`src/rtl/bcd_counter_ctrl.sv`:
```
// rtl/bcd_counter_ctrl.sv - run/stop/preset sequencer for a 4-digit BCD counter (optional LAP_CAPTURE_EN)
module bcd_counter_ctrl #(
    parameter int unsigned PRESCALE = 4
) (
    input  logic        clk,
    input  logic        reset_n,
    input  logic        cmd_start,
    input  logic        cmd_stop,
    input  logic        cmd_clear,
    input  logic        cmd_preset,
    input  logic [15:0] preset_value,
    input  logic [15:0] target_value,
    input  logic        stop_at_target,
    input  logic [15:0] count_in,
`ifdef LAP_CAPTURE_EN
    input  logic        cmd_lap,
    output logic [15:0] lap_value,
    output logic        lap_valid,
`endif
    output logic        ctr_load,
    output logic [15:0] ctr_load_value,
    output logic        running,
    output logic        alarm,
    output logic        tick,
    output logic        target_hit,
    output logic        rollover
);

    typedef enum logic [1:0] {
        ST_STOPPED = 2'd0,
        ST_RUNNING = 2'd1,
        ST_ALARM   = 2'd2
    } state_t;

    localparam logic [15:0] DIV_MAX = 16'(PRESCALE - 1);

    state_t      state_q, state_d;
    logic [15:0] div_q, div_d;
    logic        match_q, match_d;
    logic        target_hit_q, target_hit_d;
    logic        rollover_q, rollover_d;
    logic        at_target;
    logic [15:0] preset_clamped;

    // Clamp every preset nibble to a legal BCD digit so the counter never sees A..F
    always_comb begin
        preset_clamped = preset_value;
        for (int i = 0; i < 4; i++) begin
            if (preset_value[i*4 +: 4] > 4'd9) begin
                preset_clamped[i*4 +: 4] = 4'd9;
            end
        end
    end

    // Next state, prescaler, counter drive and pulse generation
    always_comb begin
        state_d        = state_q;
        div_d          = 16'd0;
        tick           = 1'b0;
        ctr_load_value = count_in;
        at_target      = (count_in == target_value);
        match_d        = at_target;
        target_hit_d   = 1'b0;
        rollover_d     = 1'b0;

        if (cmd_clear || cmd_stop) begin
            state_d = ST_STOPPED;
        end else begin
            case (state_q)
                ST_STOPPED: if (cmd_start) state_d = ST_RUNNING;
                ST_RUNNING: if (stop_at_target && at_target) state_d = ST_ALARM;
                ST_ALARM:   state_d = ST_ALARM;
                default:    state_d = ST_STOPPED;
            endcase
        end

        // div only advances while staying in RUNNING; any entry restarts the period
        if (state_q == ST_RUNNING && state_d == ST_RUNNING) begin
            div_d = (div_q == DIV_MAX) ? 16'd0 : div_q + 16'd1;
        end

        tick = (state_q == ST_RUNNING) && (div_q == DIV_MAX) &&
               !cmd_clear && !cmd_preset && !cmd_stop &&
               !(stop_at_target && at_target);

        if (cmd_clear) begin
            ctr_load_value = 16'h0000;
        end else if (cmd_preset) begin
            ctr_load_value = preset_clamped;
        end

        // Match history is tracked in every state so a stale match never re-fires
        target_hit_d = (state_q == ST_RUNNING) && at_target && !match_q;
        rollover_d   = tick && (count_in == 16'h9999);
    end

    assign ctr_load   = ~tick;
    assign running    = (state_q == ST_RUNNING);
    assign alarm      = (state_q == ST_ALARM);
    assign target_hit = target_hit_q;
    assign rollover   = rollover_q;

    // State, prescaler and registered pulse flops
    always_ff @(posedge clk or negedge reset_n) begin
        if (!reset_n) begin
            state_q      <= ST_STOPPED;
            div_q        <= 16'd0;
            match_q      <= 1'b0;
            target_hit_q <= 1'b0;
            rollover_q   <= 1'b0;
        end else begin
            state_q      <= state_d;
            div_q        <= div_d;
            match_q      <= match_d;
            target_hit_q <= target_hit_d;
            rollover_q   <= rollover_d;
        end
    end

`ifdef LAP_CAPTURE_EN
    logic [15:0] lap_value_q, lap_value_d;
    logic        lap_valid_q, lap_valid_d;

    // Lap snapshot: clear wins, capture only while the count is live or frozen at target
    always_comb begin
        lap_value_d = lap_value_q;
        lap_valid_d = lap_valid_q;
        if (cmd_clear) begin
            lap_value_d = 16'h0000;
            lap_valid_d = 1'b0;
        end else if (cmd_lap && state_q != ST_STOPPED) begin
            lap_value_d = count_in;
            lap_valid_d = 1'b1;
        end
    end

    // Lap register
    always_ff @(posedge clk or negedge reset_n) begin
        if (!reset_n) begin
            lap_value_q <= 16'h0000;
            lap_valid_q <= 1'b0;
        end else begin
            lap_value_q <= lap_value_d;
            lap_valid_q <= lap_valid_d;
        end
    end

    assign lap_value = lap_value_q;
    assign lap_valid = lap_valid_q;
`endif

endmodule

```
`config.mk`:
```
export PLATFORM = sky130hd
export DESIGN_NAME = bcd_counter_ctrl
export DESIGN_NICKNAME = d
export VERILOG_FILES = /design/src/rtl/bcd_counter_ctrl.sv
export SDC_FILE = /design/constraint.sdc
export NUM_CORES = 1
export LEC_CHECK = 0
export CORE_ASPECT_RATIO = 1.75
export CORE_MARGIN = 1.5
export CORE_UTILIZATION = 30
export CTS_BUF_LIST = sky130_fd_sc_hd__clkbuf_8 sky130_fd_sc_hd__clkbuf_16
export CTS_CLUSTER_DIAMETER = 30
export DETAILED_ROUTE_END_ITERATION = 6
export GPL_ROUTABILITY_DRIVEN = 0
export HOLD_SLACK_MARGIN = 0.03
export MAX_ROUTING_LAYER = met4
export PLACE_DENSITY = 0.63
export SETUP_SLACK_MARGIN = 0.2
export SLEW_MARGIN = 20
export SYNTH_ARGS = -nofsm -noshare
export SYNTH_HDL_FRONTEND = slang
export SYNTH_SLANG_ARGS = --single-unit
```
`constraint.sdc`:
```
create_clock -name clk -period 1.6 [get_ports clk]
set_input_delay 0.16 -clock clk [delete_from_list [all_inputs] [get_ports clk]]
set_output_delay 0.16 -clock clk [all_outputs]
set_load 0.05 [all_outputs]
```
Yosys cells after proc, flatten, opt, wreduce, memory -nomap -nowiden --
Cells that the tools add are included.
Storage, ports and cells: bits in registers 21, logic and storage cells 46
Operators by class: muxes and demuxes 12, order comparisons 4, add/subtract/negate cells 1, bitwise operators 1, equality and inequality tests 6, reductions and logical operators 17
Operators by type and width (count):
- 2-to-1 mux 16 bit | 4
- adder 16 x 1 -> 16 bit (second input constant) | 1
- equality test 16 bit | 1
- equality test 16 bit (second input constant) | 1
- equality test 16 x 2 -> 1 bit (second input constant) | 1
- > comparator 4 bit (second input constant) | 4
- 2-to-1 mux 4 bit | 4
- logical AND 1 bit | 10
- 2-to-1 mux 2 bit | 3
- one-hot mux 2 bit (3 select lines) | 1
- zero test 1 bit | 5
- equality test 2 x 1 -> 1 bit (second input constant) | 2
- equality test 2 bit (second input constant) | 1
- zero test 2 bit | 1
- logical OR 1 bit | 1
- NOT 1 bit | 1

Depth between registers and ports, before layout --
Gate-level depths: netlist (run 1).
word-level depth 8, depth in mapped cells 6, gate-level depth less buffers 5

Worst setup path before layout (run 1) --
OpenSTA, ideal clock, no wires.
path type reg2out, start point register state_q[0], end point output tick, buffers on the path 0, cell stages (with the launch flop) 5, arrival time 2.579 ns, setup slack -1.139 ns, cells stage by stage dfrtp_1 nor2b_1 and2_1 or3b_4 a21oi_1
On the way: word-level cells in the longest chain between the ends 6
RTL lines:
- start, declared | line 37 | state_t state_q, state_d;
- start signal, assigned | line 112 | state_q <= state_d;
- equality test 2 x 1 -> 1 bit
- net running | line 22 | output logic running,
- logical AND 1 bit (2 in a row) | line 82 | tick = (state_q == ST_RUNNING) && (div_q == DIV_MAX) &&
- logical AND 1 bit (3 in a row) | line 83 | !cmd_clear && !cmd_preset && !cmd_stop &&
- end, declared | line 24 | output logic tick,
The timed path passes the listed nets, and every way through them passes these cells.

Final worst setup path (run 1) --
start point register div_q[2], end point output ctr_load
On the way: word-level cells in the longest chain between the ends 7
RTL lines:
- start, declared | line 38 | logic [15:0] div_q, div_d;
- start signal, assigned | line 113 | div_q <= div_d;
- equality test 16 x 2 -> 1 bit | line 82
- logical AND 1 bit (2 in a row) | line 82
- logical AND 1 bit (3 in a row) | line 83
- NOT 1 bit | line 97 | assign ctr_load = ~tick;
- end, declared | line 20 | output logic ctr_load,
No other way between the ends.

==> metrics.md, run 1 <==
| Metric | Value |
|---|---|
| Cts-stage hold buffer count | 0 |
| Vias in the first global route | 2,203 |
| Number of pins exceeding their max-slew limit in the final report | 0 |
| Number of buffers inserted by port buffering | 76 |
| Insertion delay to the later sink of the worst-skew pair | 0.27 ns |
| TritonCTS sink count | 21 |
| Number of nets at the end of the flow | 379 |
| CTS max path bufs | 2 |
| Ys Warns | 0 |
| Placed cell areas | approximately 0.0032 mm2 |
| Max Clock Skew | 0.00849 ns |
| Highest attainable clock frequency | 469 MHz |
| Total power per unit cell area | 415 mW/mm2 |
| Result of the run | finished with violations |
| Die area | 0.00619 mm2 |
| Final standard cell utilization of the core | around 65% |
| Detailed-router iteration count before antenna repair | 4 |
| Setup violation total in the final timing report | 5 |
| Area share of the leading cell type in the synthesized netlist | 30.7% |
| Post-detailed-route count of antenna-violating nets | 0 |
| Wire length of the first global-routing pass | 10,500 um |
| Flip-flop and latch count after synthesis | 21 |
| Fraction of final layout cells with drive strength greater than 1 | 57.1% |
| CTS tree | built |
| Maximum number of pins on one net before global-route repair | 22 |
| Leakage component of the power | 1.51 nW |
| Post-layout worst setup margin | -0.530 ns |
| Failing checks | setup timing |
| Nature of the critical path startpoint | flop |
| DRC violation total after the first TritonRoute iteration | 93 |
| Crit Path Class | flop to output port |
| Clock transition time at the flip-flop clock pins of the worst setup and hold paths | 0.08 ns |
| Number of H-tree branching levels | 1 |
| Number of violations of the max-capacitance limit | 0 |
| Post-DR wirelength/cell | approximately 17 um |
| Fin. Hold Viols | 0 |
| Fraction of registers with async set/reset | 100% |
| Worst Hold Class | primary input to asynchronous set/reset pin |
| Endpoint kind of the worst setup timing path | output port |
| Final HPWL DP | 5090 um |
| Crit path time final | 2.13 ns |
| Total clock buffers created by CTS | 3 |
| Starting utilization of the core area | 30.9% |
| Most frequent cell after synthesis | sky130_fd_sc_hd__xnor2_1 |
| Floorplan core area | 0.00554 mm2 |
| Gr ovfl total | 0 |
| Initial antenna violation count | 0 |
| Period utilization | 133% |
| Via count normalized by instance count | 5.02 |
| Top_reg_cell synth | sky130_fd_sc_hd__dfrtp_1 |
| Buffer type at the clock tree root | sky130_fd_sc_hd__clkbuf_8 |
| Most common library cells after synthesis | sky130_fd_sc_hd__xnor2_1 (26), sky130_fd_sc_hd__dfrtp_1 (21), sky130_fd_sc_hd__nor2_1 (17) |
| Post-synthesis cell area | between 0.0015 and 0.002 mm2 |
| DRT Wirelength | between 6000 and 7000 um |
| Arrival time at the worst endpoint | 1.97 ns |
| Cell count after synthesis | 189 |
| Yosys cell types | 38 |
| Layout Area Growth over Synthesis | 109% |
| Number of ports placed on the die boundary | 77 |
| Antenna Diode Count | 0 |
| Final non-filler cell area | between 0.003 and 0.004 mm2 |
| Crit Path Max Fanout | 3 |
| Net count of the mapped netlist | 245 |
| Transition time at the pin with the least slew margin | 0.339 ns |
| DRC Markers | 0 |
| Worst-case vdd ir drop | 0.251 mV |
| Die Y-Extent | 103 um |
| Number of flops mapped to enable cells by yosys | 0 |
| Share of the yosys chip area belonging to registers | between 30% and 40% |
| Syn avg cell area | 9.07 um2 |
| Dominant cells by area after synthesis | sky130_fd_sc_hd__dfrtp_1 (31%), sky130_fd_sc_hd__xnor2_1 (13%), sky130_fd_sc_hd__a211oi_1 (5.3%) |
| Routed vias | between 1.5k and 2k |
| Cell type with the highest aggregate area in the netlist | sky130_fd_sc_hd__dfrtp_1 |
| Die width | 60.1 um |
| Unrepaired setup endpoints after global routing | yes |
| Worst rel slew slack | between 70% and 80% |
| All-Layer GR Usage | a little under a quarter |
| Hold Slack | about 0.23 ns |
| Endpoint required time on the critical path | between 1 and 1.5 ns |
| Total number of placement rows | 36 |
power breakdown:
group	internal [mW]	switching, mW	leakage, nW	total, mW
combinational	0.302	0.294	1.19	0.596
sequential	0.532	0.00115	0.291	0.533
clock	0.174	0.182	0.0255	0.356
total	1.01	0.477	1.51	1.48
worst paths after layout:
path | from | to | slack (ns) | depth (start not counted)
max in group asynchronous | reset_n | div_q[0] | 1.13 | 2
min in group clk | count_in[1] | rollover | 0.32 | 5
max | div_q[2] | ctr_load | -0.53 | 5
max reg2reg | div_q[2] | rollover | -0.11 | 5
min | reset_n | div_q[3] | 0.23 | 2
min reg2reg | match_q | target_hit | 0.52 | 1
sequential cells by signal (all words and copies together), names as in the netlist:
| signal | flops |
|---|---|
| div_q | 16 |
| rollover | 1 |
| target_hit | 1 |
| match_q | 1 |
| state_q | 2 |
cell families after synthesis:
group / count (synthesis) / share of synthesized area, %
buffers and inverters: 17 / 4.23
AO/OA/AOI/OAI: 39 / 16.4
flip-flops: 21 / 30.7
adder cells (fa/ha/maj): 1 / 0.730
AND/OR/NAND/NOR: 77 / 30.2
multiplexers: 5 / 2.92
XOR/XNOR: 29 / 14.8
worst max-delay path, stage by stage (launching register included):
cell	delay (ns)
sky130_fd_sc_hd__dfrtp_1	0.41
sky130_fd_sc_hd__nor4_4	0.30
sky130_fd_sc_hd__nand4_1	0.20
sky130_fd_sc_hd__or3b_4	0.45
sky130_fd_sc_hd__a21o_4	0.20
sky130_fd_sc_hd__buf_12	0.14
through the flow:
stage / setup WS (ns) / std cells / power [mW] / setup TNS (ns)
2_1_floorplan: -0.250 / 189 / 0.781 / -0.430
3_3_place_gp: -0.318 / 378 / 1.15 / -7.39
3_5_place_dp: -0.374 / 378 / 1.15 / -7.84
4_1_cts: -0.565 / 393 / 1.49 / -1.23
5_1_grt: -0.598 / 398 / 1.55 / -1.69
6_report: -0.530 / 398 / 1.48 / -1.21
final cells by class:
cell class / count / area, um2
inverter: 6 / 22.5
fill: 469 / 1970
sequential: 21 / 527
clock inverter: 1 / 5.00
multi-input combinational: 153 / 1500
tap: 76 / 95.1
timing repair buffer: 138 / 1390
clock buffer: 3 / 41.3
layout by cell type, fill, tap and decap left out, types with 6 or more instances in the layout:
master and count:
sky130_fd_sc_hd__inv_1 6, sky130_fd_sc_hd__nor2_2 10, sky130_fd_sc_hd__nor2b_1 7, sky130_fd_sc_hd__nor4_4 6, sky130_fd_sc_hd__nor2_1 7, sky130_fd_sc_hd__buf_12 21, sky130_fd_sc_hd__dlygate4sd2_1 13, sky130_fd_sc_hd__clkdlybuf4s15_1 7
sky130_fd_sc_hd__clkdlybuf4s50_1 9, sky130_fd_sc_hd__nand4_1 8, sky130_fd_sc_hd__dfrtp_1 20, sky130_fd_sc_hd__clkbuf_2 7, sky130_fd_sc_hd__xnor2_1 22, sky130_fd_sc_hd__buf_2 16, sky130_fd_sc_hd__a21oi_1 7, sky130_fd_sc_hd__buf_4 50
sky130_fd_sc_hd__nand3_1 7, sky130_fd_sc_hd__a211oi_2 15, sky130_fd_sc_hd__buf_6 8
per-layer routing:
layer	GRT usage [%]	share of wire (%)	up-vias
li1	-	-	965
met5	-	0	-
met4	5.98	2.1	0
met3	2.51	4.3	13
met2	48.4	61	76
met1	21.7	33	945
repair_timing:
action                                  in CTS  in global routing
gates resized for setup                    141                 30
setup buffers                                8                  5
pin swaps                                   48                 23
endpoints found under the setup margin      39                 25
gates cloned                                 3                  0
Note: power is estimated with default switching activity, not from simulation.
==> run 2, diff against run 1 <==
--- a/config.mk
+++ b/config.mk
@@ -14,7 +14,7 @@
 export GPL_ROUTABILITY_DRIVEN = 0
 export HOLD_SLACK_MARGIN = 0.03
 export MAX_ROUTING_LAYER = met4
-export PLACE_DENSITY = 0.63
+export PLACE_DENSITY = 0.61
 export SETUP_SLACK_MARGIN = 0.2
 export SLEW_MARGIN = 20
 export SYNTH_ARGS = -nofsm -noshare
==> constraint.sdc (replaced) <==
create_clock -name clk -period 2.4 [get_ports clk]
set_input_delay 0.24 -clock clk [delete_from_list [all_inputs] [get_ports clk]]
set_output_delay 0.24 -clock clk [all_outputs]
set_load 0.05 [all_outputs]
==> run 2 against run 1 <==
The flow now finishes without violations; sequential power down 33%; register-to-register slack improved by 0.80 ns; cell area decreased by 18%; global-route usage fell by 3.9 points; die area unchanged; sequential cell count unchanged.
==> metrics.md, run 2 (synthesis results as in run 1) <==
| Metric | Value |
|---|---|
| Clock transition time at the flip-flop clock pins of the worst setup and hold paths | 0.08 ns (about the same) |
| Worst Hold Class | primary input to asynchronous set/reset pin |
| Worst rel slew slack | 66.2% (-11 points) |
| Die width | 60.1 um (unchanged) |
| DRC violation total after the first TritonRoute iteration | 25 (-73%) |
| DRT Wirelength | 5590 um (-17%) |
| Crit path time final | 2.22 ns |
| CTS max path bufs | 2 (unchanged) |
| Critical path's largest stage delay | 0.44 ns (about the same) |
| Total power per unit cell area | 322 mW/mm2 (-22%) |
| Post-DR wirelength/cell | 15.8 um (-6.8%) |
| Result of the run | complete, no violations |
| CTS tree | built |
| Insertion delay to the later sink of the worst-skew pair | 0.27 ns (about the same) |
| Most frequent standard cell in the layout excluding fill and tap cells | sky130_fd_sc_hd__clkdlybuf4s50_1 |
| Post-Place Setup Slack | 0.236 ns (+0.611 ns) |
| Detailed-router iteration count before antenna repair | 4 (unchanged) |
| Worst R2R Start | div_q[0] |
| Reg2Reg Setup Slack | 0.69 ns (+0.80 ns) |
| Initial antenna violation count | 0 (unchanged) |
| Total clock buffers created by CTS | 3 (unchanged) |
| Max Clock Skew | 0.00839 ns (-0.000107 ns) |
| Number of pins exceeding their max-slew limit in the final report | 0 (unchanged) |
| Gr ovfl total | 0 (unchanged) |
| Maximum number of pins on one net before global-route repair | 27 (+23%) |
| Antenna Diode Count | 0 (unchanged) |
| Crit Path Max Fanout | 3 (unchanged) |
| Setup violation total in the final timing report | 0 (-5) |
| Number of nets at the end of the flow | 334 (-12%) |
| Leakage component of the power | 1.10 nW (-27%) |
| Flip-flop count of the largest register after layout | 16 (unchanged) |
| Layout Area Growth over Synthesis | 71.5% |
| Number of violations of the max-capacitance limit | 0 (unchanged) |
| Highest-count cells in the layout ignoring fill and taps | sky130_fd_sc_hd__clkdlybuf4s50_1 (58), sky130_fd_sc_hd__xnor2_1 (26), sky130_fd_sc_hd__buf_4 (19), sky130_fd_sc_hd__nor2_1 (17), sky130_fd_sc_hd__buf_12 (17) |
| Vias in the first global route | 1,881 (-15%) |
| Routed vias | 1,784 (-11%) |
| Placed cell areas | 0.00277 mm2 (-14%) |
| Final HPWL DP | 4590 um (-9.7%) |
| Starting utilization of the core area | 30.9% (unchanged) |
| Via count normalized by instance count | 5.05 (+0.62%) |
| Cts-stage hold buffer count | 0 (unchanged) |
| Highest attainable clock frequency | 451 MHz |
| Post-route setup TNS | 0 ns (+1.21 ns) |
| Wire length of the first global-routing pass | 8890 um (-15%) |
| Post-detailed-route count of antenna-violating nets | 0 (unchanged) |
| Transition time at the pin with the least slew margin | 0.505 ns (+0.166 ns) |
| All-Layer GR Usage | 19.7% (-3.9 points) |
| Nature of the critical path startpoint | flop |
| Buffer type at the clock tree root | sky130_fd_sc_hd__clkbuf_8 |
| Number of placed instances, taps included | 340 (-10%) |
| Number of H-tree branching levels | 1 (unchanged) |
| Cell-by-cell trace of the critical path | nor4_4 -> nand4_1 -> or3b_4 -> a21o_1 -> buf_12 |
| Endpoint kind of the worst setup timing path | output port |
| TritonCTS sink count | 21 (unchanged) |
| Cell with the biggest individual delay on the critical path | sky130_fd_sc_hd__or3b_4 |
| Die Y-Extent | 103 um (unchanged) |
| Sum of internal, switching and leakage power | 947 uW (-36%) |
| Total number of placement rows | 36 (unchanged) |
| Floorplan core area | 0.00554 mm2 (unchanged) |
| Arrival time at the worst endpoint | 1.98 ns (about the same) |
| Fin. Hold Viols | 0 (unchanged) |
| Endpoint required time on the critical path | 2.16 ns (+0.72 ns) |
| Worst-case vdd ir drop | 0.196 mV (-22%) |
| Largest Register | div_q |
| Fraction of final layout cells with drive strength greater than 1 | 24.2% (-33 points) |
| Number of ports placed on the die boundary | 77 (unchanged) |
| Final non-filler cell area | 0.00294 mm2 (-18%) |
| Number of cells on the worst reg-to-reg path | 6 (+1) |
| Reg2reg end | div_q[3] |
| Number of buffers inserted by port buffering | 76 (unchanged) |
| Die area | 0.00619 mm2 (unchanged) |
| Crit Path Class | flop to output port |
| Post-layout worst setup margin | 0.180 ns (+0.711 ns) |
| DRC Markers | 0 (unchanged) |
| Regs by FF count | div_q: 16 flops, state_q: 2 flops |
| Unrepaired setup endpoints after global routing | yes |
| Period utilization | 92.5% |
| Post-layout instance count excluding filler cells | 353 (-11%) |
==> run 2: cell count changes in the layout (fill, tap and decap cells not counted), moves of 6 or more <==
cell and delta:
sky130_fd_sc_hd__dfrtp_2 +6, sky130_fd_sc_hd__clkdlybuf4s50_1 +49, sky130_fd_sc_hd__clkdlybuf4s15_1 -7, sky130_fd_sc_hd__dlygate4sd2_1 -13, sky130_fd_sc_hd__buf_4 -31, sky130_fd_sc_hd__buf_6 -7, sky130_fd_sc_hd__nor2_2 -10, sky130_fd_sc_hd__dfrtp_1 -6
sky130_fd_sc_hd__clkbuf_2 -7, sky130_fd_sc_hd__buf_2 -16, sky130_fd_sc_hd__nor2_1 +10, sky130_fd_sc_hd__a211oi_1 +12, sky130_fd_sc_hd__a211oi_2 -12
==> run 2: cell type report <==
type / instances / area (um2)
clock buffers: 3 / 41.3
inverters: 6 / 22.5
repair buffers: 95 / 1070
flip-flops and latches: 21 / 534
clock inverters: 1 / 3.75
fillers: 519 / 2600
well taps: 76 / 95.1
multi-input cells: 151 / 1170
==> run 2: power by group <==
group          leakage (nW)  switching, mW  internal [mW]
sequential            0.281        0.00129          0.355
clock                0.0269          0.121          0.114
combinational         0.788          0.167          0.189
==> run 2: how the worst max path moves through the flow <==
stage / from / end / slack (ns) / cells past startpoint
global placement: count_in[7] / ctr_load / 0.29 / 6
global route: div_q[11] / ctr_load / 0.09 / 5
CTS: div_q[4] / ctr_load / 0.16 / 5
floorplan: div_q[0] / tick / 0.29 / 5
detailed placement: div_q[0] / ctr_load / 0.24 / 6
finish: div_q[4] / ctr_load / 0.18 / 5
==> run 2: timing repair <==
item	in CTS	in global routing
setup endpoints to repair	2	2
pin swaps	3	1
resized for setup	10	4
setup buffers	6	3
==> run 2: layer usage <==
layer  track usage (%)  wire, um  vias to the layer above
li1                  -         -                      866
met1              17.8      1760                      833
met4              6.15       124                        0
met3              3.14       344                        9
met2              39.5      3360                       76
met5                 -         0                        -
==> run 2: worst max-delay path, delay by kind of cell (launching register included) <==
kind / cells / cell delay, ns
and+or+nand+nor: 3 / 0.94
DFF: 1 / 0.42
buffers and inverters: 1 / 0.15
AOI/OAI and AO/OA: 1 / 0.20
==> run 2: per-stage QoR <==
step           hold WS, ns  util, %
3_3_place_gp         0.507     50.1
4_1_cts              0.320     52.4
6_report             0.304     53.1
3_5_place_dp         0.527     50.1
2_1_floorplan      -0.0556        -
5_1_grt              0.351     53.1
